`src/rtl/lut_neuron_loader_if.sv`:
```
// lut_neuron_loader_if: configuration stream and lookup port bundle for the loadable LUT neuron.
interface lut_neuron_loader_if #(
   parameter int IN_BITS    = 6,
   parameter int OUT_BITS   = 1,
   parameter int LOAD_WIDTH = 8
);
   logic                  cfg_start;
   logic [LOAD_WIDTH-1:0] cfg_data;
   logic                  cfg_valid;
   logic                  cfg_ready;
   logic                  cfg_done;
   logic                  table_loaded;
   logic [IN_BITS-1:0]    in_data;
   logic                  in_valid;
   logic [OUT_BITS-1:0]   out_data;
   logic                  out_valid;
   modport master (
      output cfg_start, cfg_data, cfg_valid, in_data, in_valid,
      input  cfg_ready, cfg_done, table_loaded, out_data, out_valid
   );
   modport slave (
      input  cfg_start, cfg_data, cfg_valid, in_data, in_valid,
      output cfg_ready, cfg_done, table_loaded, out_data, out_valid
   );
endinterface

```
`src/rtl/lut_neuron_loader.sv`:
```
// lut_neuron_loader: streams a neuron truth table into a LUT and serves registered lookups.
module lut_neuron_loader #(
   parameter int IN_BITS    = 6,
   parameter int OUT_BITS   = 1,
   parameter int LOAD_WIDTH = 8
) (
   input logic clk,
   input logic rst,
   lut_neuron_loader_if.slave bus
);
   localparam int DEPTH = 2**IN_BITS;
   localparam int BITS  = DEPTH*OUT_BITS;
   localparam int BEATS = BITS/LOAD_WIDTH;
   localparam int CW    = BEATS > 1 ? $clog2(BEATS) : 1;
   typedef enum logic [1:0] {EMPTY, LOAD, RUN} state_t;
   state_t                state;
   logic [CW-1:0]         cnt;
   logic [LOAD_WIDTH-1:0] tbl [BEATS];
   logic [BITS-1:0]       flat;
   logic [OUT_BITS-1:0]   ent [DEPTH];
   logic                  accept;
   logic                  last;
   if (BITS % LOAD_WIDTH != 0) begin : g_chk
      $error("LUT size must be a whole number of configuration beats");
   end
   for (genvar k = 0; k < BEATS; k++) begin : g_beat
      assign flat[k*LOAD_WIDTH +: LOAD_WIDTH] = tbl[k];
   end
   for (genvar e = 0; e < DEPTH; e++) begin : g_ent
      assign ent[e] = flat[e*OUT_BITS +: OUT_BITS];
   end
   // a restart in the same cycle discards the presented beat
   always_comb begin
      accept = state == LOAD && bus.cfg_valid && !bus.cfg_start;
      last   = cnt == CW'(BEATS-1);
   end
   always_ff @(posedge clk) begin
      if (accept) tbl[cnt] <= bus.cfg_data;
   end
   always_ff @(posedge clk) begin
      if (rst) begin
         state            <= EMPTY;
         cnt              <= '0;
         bus.cfg_ready    <= 1'b0;
         bus.cfg_done     <= 1'b0;
         bus.table_loaded <= 1'b0;
         bus.out_valid    <= 1'b0;
         bus.out_data     <= '0;
      end else begin
         bus.cfg_done  <= 1'b0;
         bus.out_valid <= state == RUN && bus.in_valid;
         if (state == RUN && bus.in_valid) bus.out_data <= ent[bus.in_data];
         case (state)
            EMPTY: if (bus.cfg_start) begin
               state         <= LOAD;
               cnt           <= '0;
               bus.cfg_ready <= 1'b1;
            end
            LOAD: if (bus.cfg_start) cnt <= '0;
            else if (accept) begin
               cnt <= last ? '0 : cnt + CW'(1);
               if (last) begin
                  state            <= RUN;
                  bus.cfg_ready    <= 1'b0;
                  bus.cfg_done     <= 1'b1;
                  bus.table_loaded <= 1'b1;
               end
            end
            RUN: if (bus.cfg_start) begin
               state            <= LOAD;
               cnt              <= '0;
               bus.cfg_ready    <= 1'b1;
               bus.table_loaded <= 1'b0;
            end
            default: state <= EMPTY;
         endcase
      end
   end
endmodule

```
`src/flat_wrapper.sv`:
```
// flat-port wrapper written by rule: the top's interface ports become plain ports
module lut_neuron_loader_flat 
#(
   parameter int IN_BITS    = 6,
   parameter int OUT_BITS   = 1,
   parameter int LOAD_WIDTH = 8
)
  (clk, rst, bus_cfg_start, bus_cfg_data, bus_cfg_valid, bus_in_data, bus_in_valid, bus_cfg_ready, bus_cfg_done, bus_table_loaded, bus_out_data, bus_out_valid);
  lut_neuron_loader_if #(.IN_BITS(IN_BITS), .OUT_BITS(OUT_BITS), .LOAD_WIDTH(LOAD_WIDTH)) bus_i ();
  input logic clk;
  input logic rst;
  input wire logic [$bits(bus_i.cfg_start)-1:0] bus_cfg_start;
  input wire logic [$bits(bus_i.cfg_data)-1:0] bus_cfg_data;
  input wire logic [$bits(bus_i.cfg_valid)-1:0] bus_cfg_valid;
  input wire logic [$bits(bus_i.in_data)-1:0] bus_in_data;
  input wire logic [$bits(bus_i.in_valid)-1:0] bus_in_valid;
  output wire logic [$bits(bus_i.cfg_ready)-1:0] bus_cfg_ready;
  output wire logic [$bits(bus_i.cfg_done)-1:0] bus_cfg_done;
  output wire logic [$bits(bus_i.table_loaded)-1:0] bus_table_loaded;
  output wire logic [$bits(bus_i.out_data)-1:0] bus_out_data;
  output wire logic [$bits(bus_i.out_valid)-1:0] bus_out_valid;
  assign bus_i.cfg_start = bus_cfg_start;
  assign bus_i.cfg_data = bus_cfg_data;
  assign bus_i.cfg_valid = bus_cfg_valid;
  assign bus_i.in_data = bus_in_data;
  assign bus_i.in_valid = bus_in_valid;
  assign bus_cfg_ready = bus_i.cfg_ready;
  assign bus_cfg_done = bus_i.cfg_done;
  assign bus_table_loaded = bus_i.table_loaded;
  assign bus_out_data = bus_i.out_data;
  assign bus_out_valid = bus_i.out_valid;
  lut_neuron_loader #(.IN_BITS(IN_BITS), .OUT_BITS(OUT_BITS), .LOAD_WIDTH(LOAD_WIDTH)) u_core (.clk(clk), .rst(rst), .bus(bus_i));
endmodule
```
`config.mk`:
```
export PLATFORM = sky130hd
export DESIGN_NAME = lut_neuron_loader_flat
export DESIGN_NICKNAME = d
export VERILOG_FILES = /design/src/rtl/lut_neuron_loader_if.sv /design/src/rtl/lut_neuron_loader.sv /design/src/flat_wrapper.sv
export SDC_FILE = /design/constraint.sdc
export NUM_CORES = 1
export LEC_CHECK = 0
export CORE_MARGIN = 2
export CORE_UTILIZATION = 57
export DETAILED_ROUTE_END_ITERATION = 8
export GPL_ROUTABILITY_DRIVEN = 0
export PLACE_DENSITY_LB_ADDON = 0.05
export SETUP_SLACK_MARGIN = 0.1
export SKIP_LAST_GASP = 1
export SLEW_MARGIN = 5
export SYNTH_ARGS = -nofsm -noshare
export SYNTH_HDL_FRONTEND = slang
export SYNTH_SLANG_ARGS = --single-unit
```
`constraint.sdc`:
```
create_clock -name clk -period 2.43 [get_ports clk]
set_input_delay 0.3645 -clock clk [delete_from_list [all_inputs] [get_ports clk]]
set_output_delay 0.3645 -clock clk [all_outputs]
set_load 0.01 [all_outputs]
```
* Word level (Yosys, flattened, before mapping)
Memory sizes are Yosys's and may differ from the RTL's.
Cells that the tools add are included.
** Word-level totals
- Logic and storage cells :: 61
- Memories kept :: 1
- Output and inout bits :: 5
- Memory bits (writable) :: 64
- Flip-flop bits (word level) :: 10
** Memories
- u_core.tbl :: words 8, width 8, rd ports 8, clocked after Yosys merged registers in 0, wr ports 1, RTL line lut_neuron_loader.sv:18 : logic [LOAD_WIDTH-1:0] tbl [BEATS];
** Operators by class
- Order comparisons :: 1
- Bitwise gates (word level) :: 3
- Mux-type cells :: 26
- Equality and inequality tests :: 9
- Add/subtract/negate cells :: 1
- Reduce and logical (&&, ||, !) cells :: 13
** Operators by type and width (count)
- 1-bit 2-to-1 mux :: 13
- 3-bit 2-to-1 mux :: 4
- 5-bit AND reduction :: 2
- 2-bit 2-to-1 mux :: 4
- 7-bit greater-or-equal comparator (second input constant) :: 1
- 6-bit inverter with 7-bit output :: 1
- 1-bit binary-select mux with 6-bit select :: 1
- 2-bit by 1-bit != test with 1-bit output (second input constant) :: 3
- 3-bit one-hot mux with 2 select lines :: 1
- 2-bit != test (second input constant) :: 2
- 1-bit one-hot mux with 2 select lines :: 2
- 2-bit one-hot mux with 2 select lines :: 1
- 4-bit AND reduction :: 1
- 2-bit nonzero test :: 2
- 4-bit OR reduction :: 1
- 3-bit by 1-bit adder with 3-bit output (second input constant) :: 1
- 3-bit equality test (second input constant) :: 1
- 1-bit logical AND :: 3
- 3-bit by 2-bit != test with 1-bit output (second input constant) :: 1
- 3-bit AND reduction :: 1
- 2-bit by 1-bit equality test with 1-bit output (second input constant) :: 1
- 2-bit equality test (second input constant) :: 1
- 2-bit logical NOT :: 1
- 1-bit inverter :: 2
- 2 further kinds :: 2

* Depth between registers and ports, before layout
Gate-level depths: netlist (run 1).
- Depth in word-level cells :: 6
- Mapped depth :: 7

* Worst setup path before layout (run 1)
OpenSTA, ideal clock, no wires.
- Path kind :: reg2reg
- Start :: register u_core.state[0]
- End :: memory u_core.tbl[0][0] (enable)
- Buffers on the path :: 0
- Required time :: 2.047 ns
- Stages on the path, launching flop included :: 5
- Period minus slack after synthesis :: 2.134 ns
- Slack :: 0.296 ns
- Data arrival time :: 1.751 ns
- Path through :: dfxtp_1 inv_1 nor4b_1 nand2b_1 nor3_1
** Between the ends
- Longest elaborated chain between the ends :: 5
** RTL lines
- from (decl) :: RTL line lut_neuron_loader.sv:16 : state_t state;
- from (signal assigned) :: RTL line lut_neuron_loader.sv:42 : state <= EMPTY;
- from (signal assigned) :: RTL line lut_neuron_loader.sv:55 : state <= LOAD;
- from (signal assigned) :: RTL line lut_neuron_loader.sv:63 : state <= RUN;
- 2-bit by 1-bit equality test with 1-bit output :: RTL line lut_neuron_loader.sv:34 : accept = state == LOAD && bus.cfg_valid && !bus.cfg_start;
- 1-bit logical AND (2 in a row) :: RTL line lut_neuron_loader.sv:34
- 1-bit 2-to-1 mux :: RTL line lut_neuron_loader.sv:38 : if (accept) tbl[cnt] <= bus.cfg_data;
- 1-bit 2-to-1 mux (not written as such) :: RTL line lut_neuron_loader.sv:38
- to (decl) :: RTL line lut_neuron_loader.sv:18
Every way passes these cells.

* Final worst setup path (run 1)
- Start :: register u_core.state[0]
- End :: memory u_core.tbl[0][2] (enable)
The elaborated chain is that of the path after synthesis.

==> results.json, run 1 <==
{
  "status": "completed",
  "reg2reg_depth": 6,
  "power_leakage_nw": 1.20,
  "synth-adder-area-share_pct": 0.841,
  "fp.dieW_um": 76.3,
  "fin_crit_sh_pct": 85.9,
  "postCtsSetupBuffers": 0,
  "max-slew-margin-rel_pct": 63.6,
  "r2r_slack_ns": 0.34,
  "cp.arrival_ns": 2.13,
  "synth-simple-area-share_pct": 7.15,
  "tritoncts": "yes",
  "grt-ovfl-total": 0,
  "syn2layout_area_growth_pct": 18.3,
  "core-area_mm2": 0.00507,
  "pre_cts_ws_ns": 0.0447,
  "worstHoldEndpoint": "u_core.bus.table_loaded",
  "final_antenna_net_count": 0,
  "synth.area.mux_share_pct": 12.7,
  "synth_compound_area_share_pct": 5.84,
  "max_cap_viol_count": 0,
  "holdCritPathClass": "reg2reg",
  "worstSetupEndpointType": "register",
  "vias": 1655,
  "cts_repair_resize_count": 0,
  "cp-start-kind": "register",
  "first_iter_violations": 100,
  "ys.flop_type": "edfxtp_1",
  "rows": 26,
  "grt_pass1_vias": 1729,
  "num-fill-cells": 370,
  "drtPass1Iterations": 6,
  "cts_sinks": 74,
  "die-area_mm2": 0.00582,
  "critPathMaxFanout": 8,
  "wl_um": 5540,
  "syn-instance-count": 174,
  "maxSlewViolCount": 0,
  "multi_input_area_um2": 790,
  "grt_antenna_before_repair": 0,
  "sequentialPowerShare_pct": 60.5,
  "final.setup.tns_ns": 0,
  "ff_latch_area_mm2": 0.00212,
  "yosys_warnings": 0,
  "synth-edff-count": 64,
  "synth_seq_cells": 74,
  "hold_viol_final": 0,
  "slowest_stage": "nor4b_1",
  "ys_seq_area_share_pct": 71.3,
  "drc": 0,
  "slowest_delay_ns": 0.52,
  "hold_buffers": 0,
  "yosysUniqueCellTypes": 35,
  "cp.required_ns": 2.47,
  "whs_path_depth": 1,
  "grt_max_degree": 20,
  "htree_levels": 3,
  "cp_cell_sequence": "inv_1, nor4b_1, buf_4, nand2b_1, nor3_1, buf_4",
  "fmaxAchievable_ghz": 0.479,
  "via_per_inst": 5.73,
  "clk_latency_ns": 0.34,
  "swShare_pct": 21.2,
  "finalClockSkew_ns": 0.00667,
  "path_common_cell": "buf_4",
  "clkPwrFrac_pct": 33.0,
  "synth-xor-area-share_pct": 0,
  "io_pins": 24,
  "setup_viol": 0,
  "grt_first_pass_wirelength_um": 8870,
  "synth_async_sr_flop_share_pct": 0,
  "synth_top_family_by_area": "multiplexers",
  "powerDensity_mw_per_mm2": 652,
  "drive_gt1_share_pct": 20.1,
  "wl_per_cell_um": 19.2,
  "min-delay-start": "u_core.bus.table_loaded",
  "avgSynthCellArea_um2": 17.1,
  "n_antenna_cell": 0,
  "setup_ws_ns": 0.343,
  "start_util_pct": 58.7,
  "rsz0062_at_grt": "no",
  "r2r-end": "u_core.tbl[0][2]",
  "fin_nets": 237,
  "fp.dieH_um": 76.3,
  "cts-root-buf": "clkbuf_8",
  "r2r-start": "u_core.state[0]",
  "dp.final_hpwl_um": 3860,
  "clock_path_buffers": 2,
  "vdd_drop_max_mv": 0.408,
  "clk_pin_slew_ns": 0.07,
  "p_sw_uw": 487,
  "synth_fp_nets": 195,
  "grt_use_total_pct": 21.0,
  "p_comb_share_pct": 6.5,
  "numPortBuffers": 23,
  "netlist_area_mm2": 0.00298,
  "tightest_slew_ns": 0.538,
  "cts_made_buffers": 9,
  "path_class": "reg2reg",
  "post-route-min-period_ns": 2.09,
  "internal_power_mw": 1.81
}
[logic make-up (layout without fill, tap and decap cells)]
group	count (synthesis)	count (layout)
flops	74	74
simple gates	44	44
compound gates	24	24
mux	20	20
buf+inv	10	55
fa+ha+maj	2	2
[metal layers]
metal,up-vias,part of all wire [%],track usage [%]
met3,8,2.2,3.55
met2,29,52,34.9
met1,838,44,26.7
li1,780,-,-
met4,0,1.8,11.3
met5,-,0,0
[cells in the mapped netlist, types with 4 or more instances]
cell      number  area share (%)
nand2b_1       4            0.84
nand3_1        5            0.84
dfxtp_1       10             6.7
nor2_1        12             1.5
edfxtp_1      64              65
mux2_2         6             2.3
inv_1          4            0.50
nand2_1       12             1.5
a21oi_1        7             1.2
o22ai_1        4            0.84
mux4_2         7             5.3
mux4_1         5             4.4
[state kept, by name (all words and copies together), names as in the netlist]
signal and flops:
u_core.tbl 64, u_core.cnt 3, u_core.state 2, u_core.bus.cfg_done 1, u_core.bus.cfg_ready 1, u_core.bus.out_data 1, u_core.bus.out_valid 1, u_core.bus.table_loaded 1
[worst max path at each step]
stage	cells past startpoint	slack, ns	start	to
global route	6	0.18	u_core.state[0]	u_core.tbl[0][5]
global placement	7	0.10	bus_in_data[0]	u_core.bus.out_data
CTS	6	0.36	u_core.state[0]	u_core.tbl[0][2]
detailed placement	7	0.04	bus_in_data[0]	u_core.bus.out_data
finish	6	0.34	u_core.state[0]	u_core.tbl[0][2]
floorplan	4	0.30	u_core.state[0]	u_core.tbl[0][0]
[layout make-up]
cell class                      count  area share [%]
Tap cell                           70            2.49
Clock buffer                        9            3.52
Clock inverter                      5           0.675
Sequential cell                    74            60.2
Inverter                            4           0.426
Timing Repair Buffer               37            10.2
Multi-Input combinational cell     90            22.4
[metrics by stage]
step           power, mW  instances  hold slack (ns)  area (µm²)  utilization [%]
2_1_floorplan       1.49        174            0.462        2980                -
3_3_place_gp        1.56        275            0.470        3370             66.5
3_5_place_dp        1.57        275            0.479        3370             66.5
4_1_cts             2.31        289            0.495        3520             69.4
5_1_grt             2.37        289            0.516        3520             69.4
6_report            2.30        289            0.492        3520             69.4
[worst max-delay path, delay by kind of cell (launching register included)]
family	cells	cell delay [ns]
flops	1	0.43
simple gates	3	0.82
buf+inv	3	0.54
[power groups by stage]
stage                     Combinational (mW)  Sequential, mW  Clock [mW]
after floorplan                       0.0749            1.42           0
after global placement                 0.146            1.42           0
after detailed placement               0.149            1.42           0
after CTS                              0.151            1.39       0.767
after global routing                   0.162            1.39       0.821
final                                  0.150            1.39       0.756
[layout by cell type, fill, tap and decap left out, types with 5 or more instances in the layout]
master / Yosys / layout
clkbuf_8: 0 / 9
clkdlybuf4s50_1: 0 / 23
edfxtp_1: 64 / 64
mux4_1: 5 / 5
buf_4: 1 / 12
mux4_2: 7 / 7
mux2_2: 6 / 6
dfxtp_1: 10 / 10
nor2_1: 12 / 12
a21oi_1: 7 / 7
nand3_1: 5 / 5
nand2_1: 12 / 12
Note: power is estimated with default switching activity, not from simulation.
==> run 2, diff against run 1 <==
--- a/config.mk
+++ b/config.mk
@@ -5,6 +5,7 @@
 export SDC_FILE = /design/constraint.sdc
 export NUM_CORES = 1
 export LEC_CHECK = 0
+export CAP_MARGIN = 40
 export CORE_MARGIN = 2
 export CORE_UTILIZATION = 57
 export DETAILED_ROUTE_END_ITERATION = 8
==> results of run 2 <==
The final DEF is identical to that of run 1; final timing and power are the same.
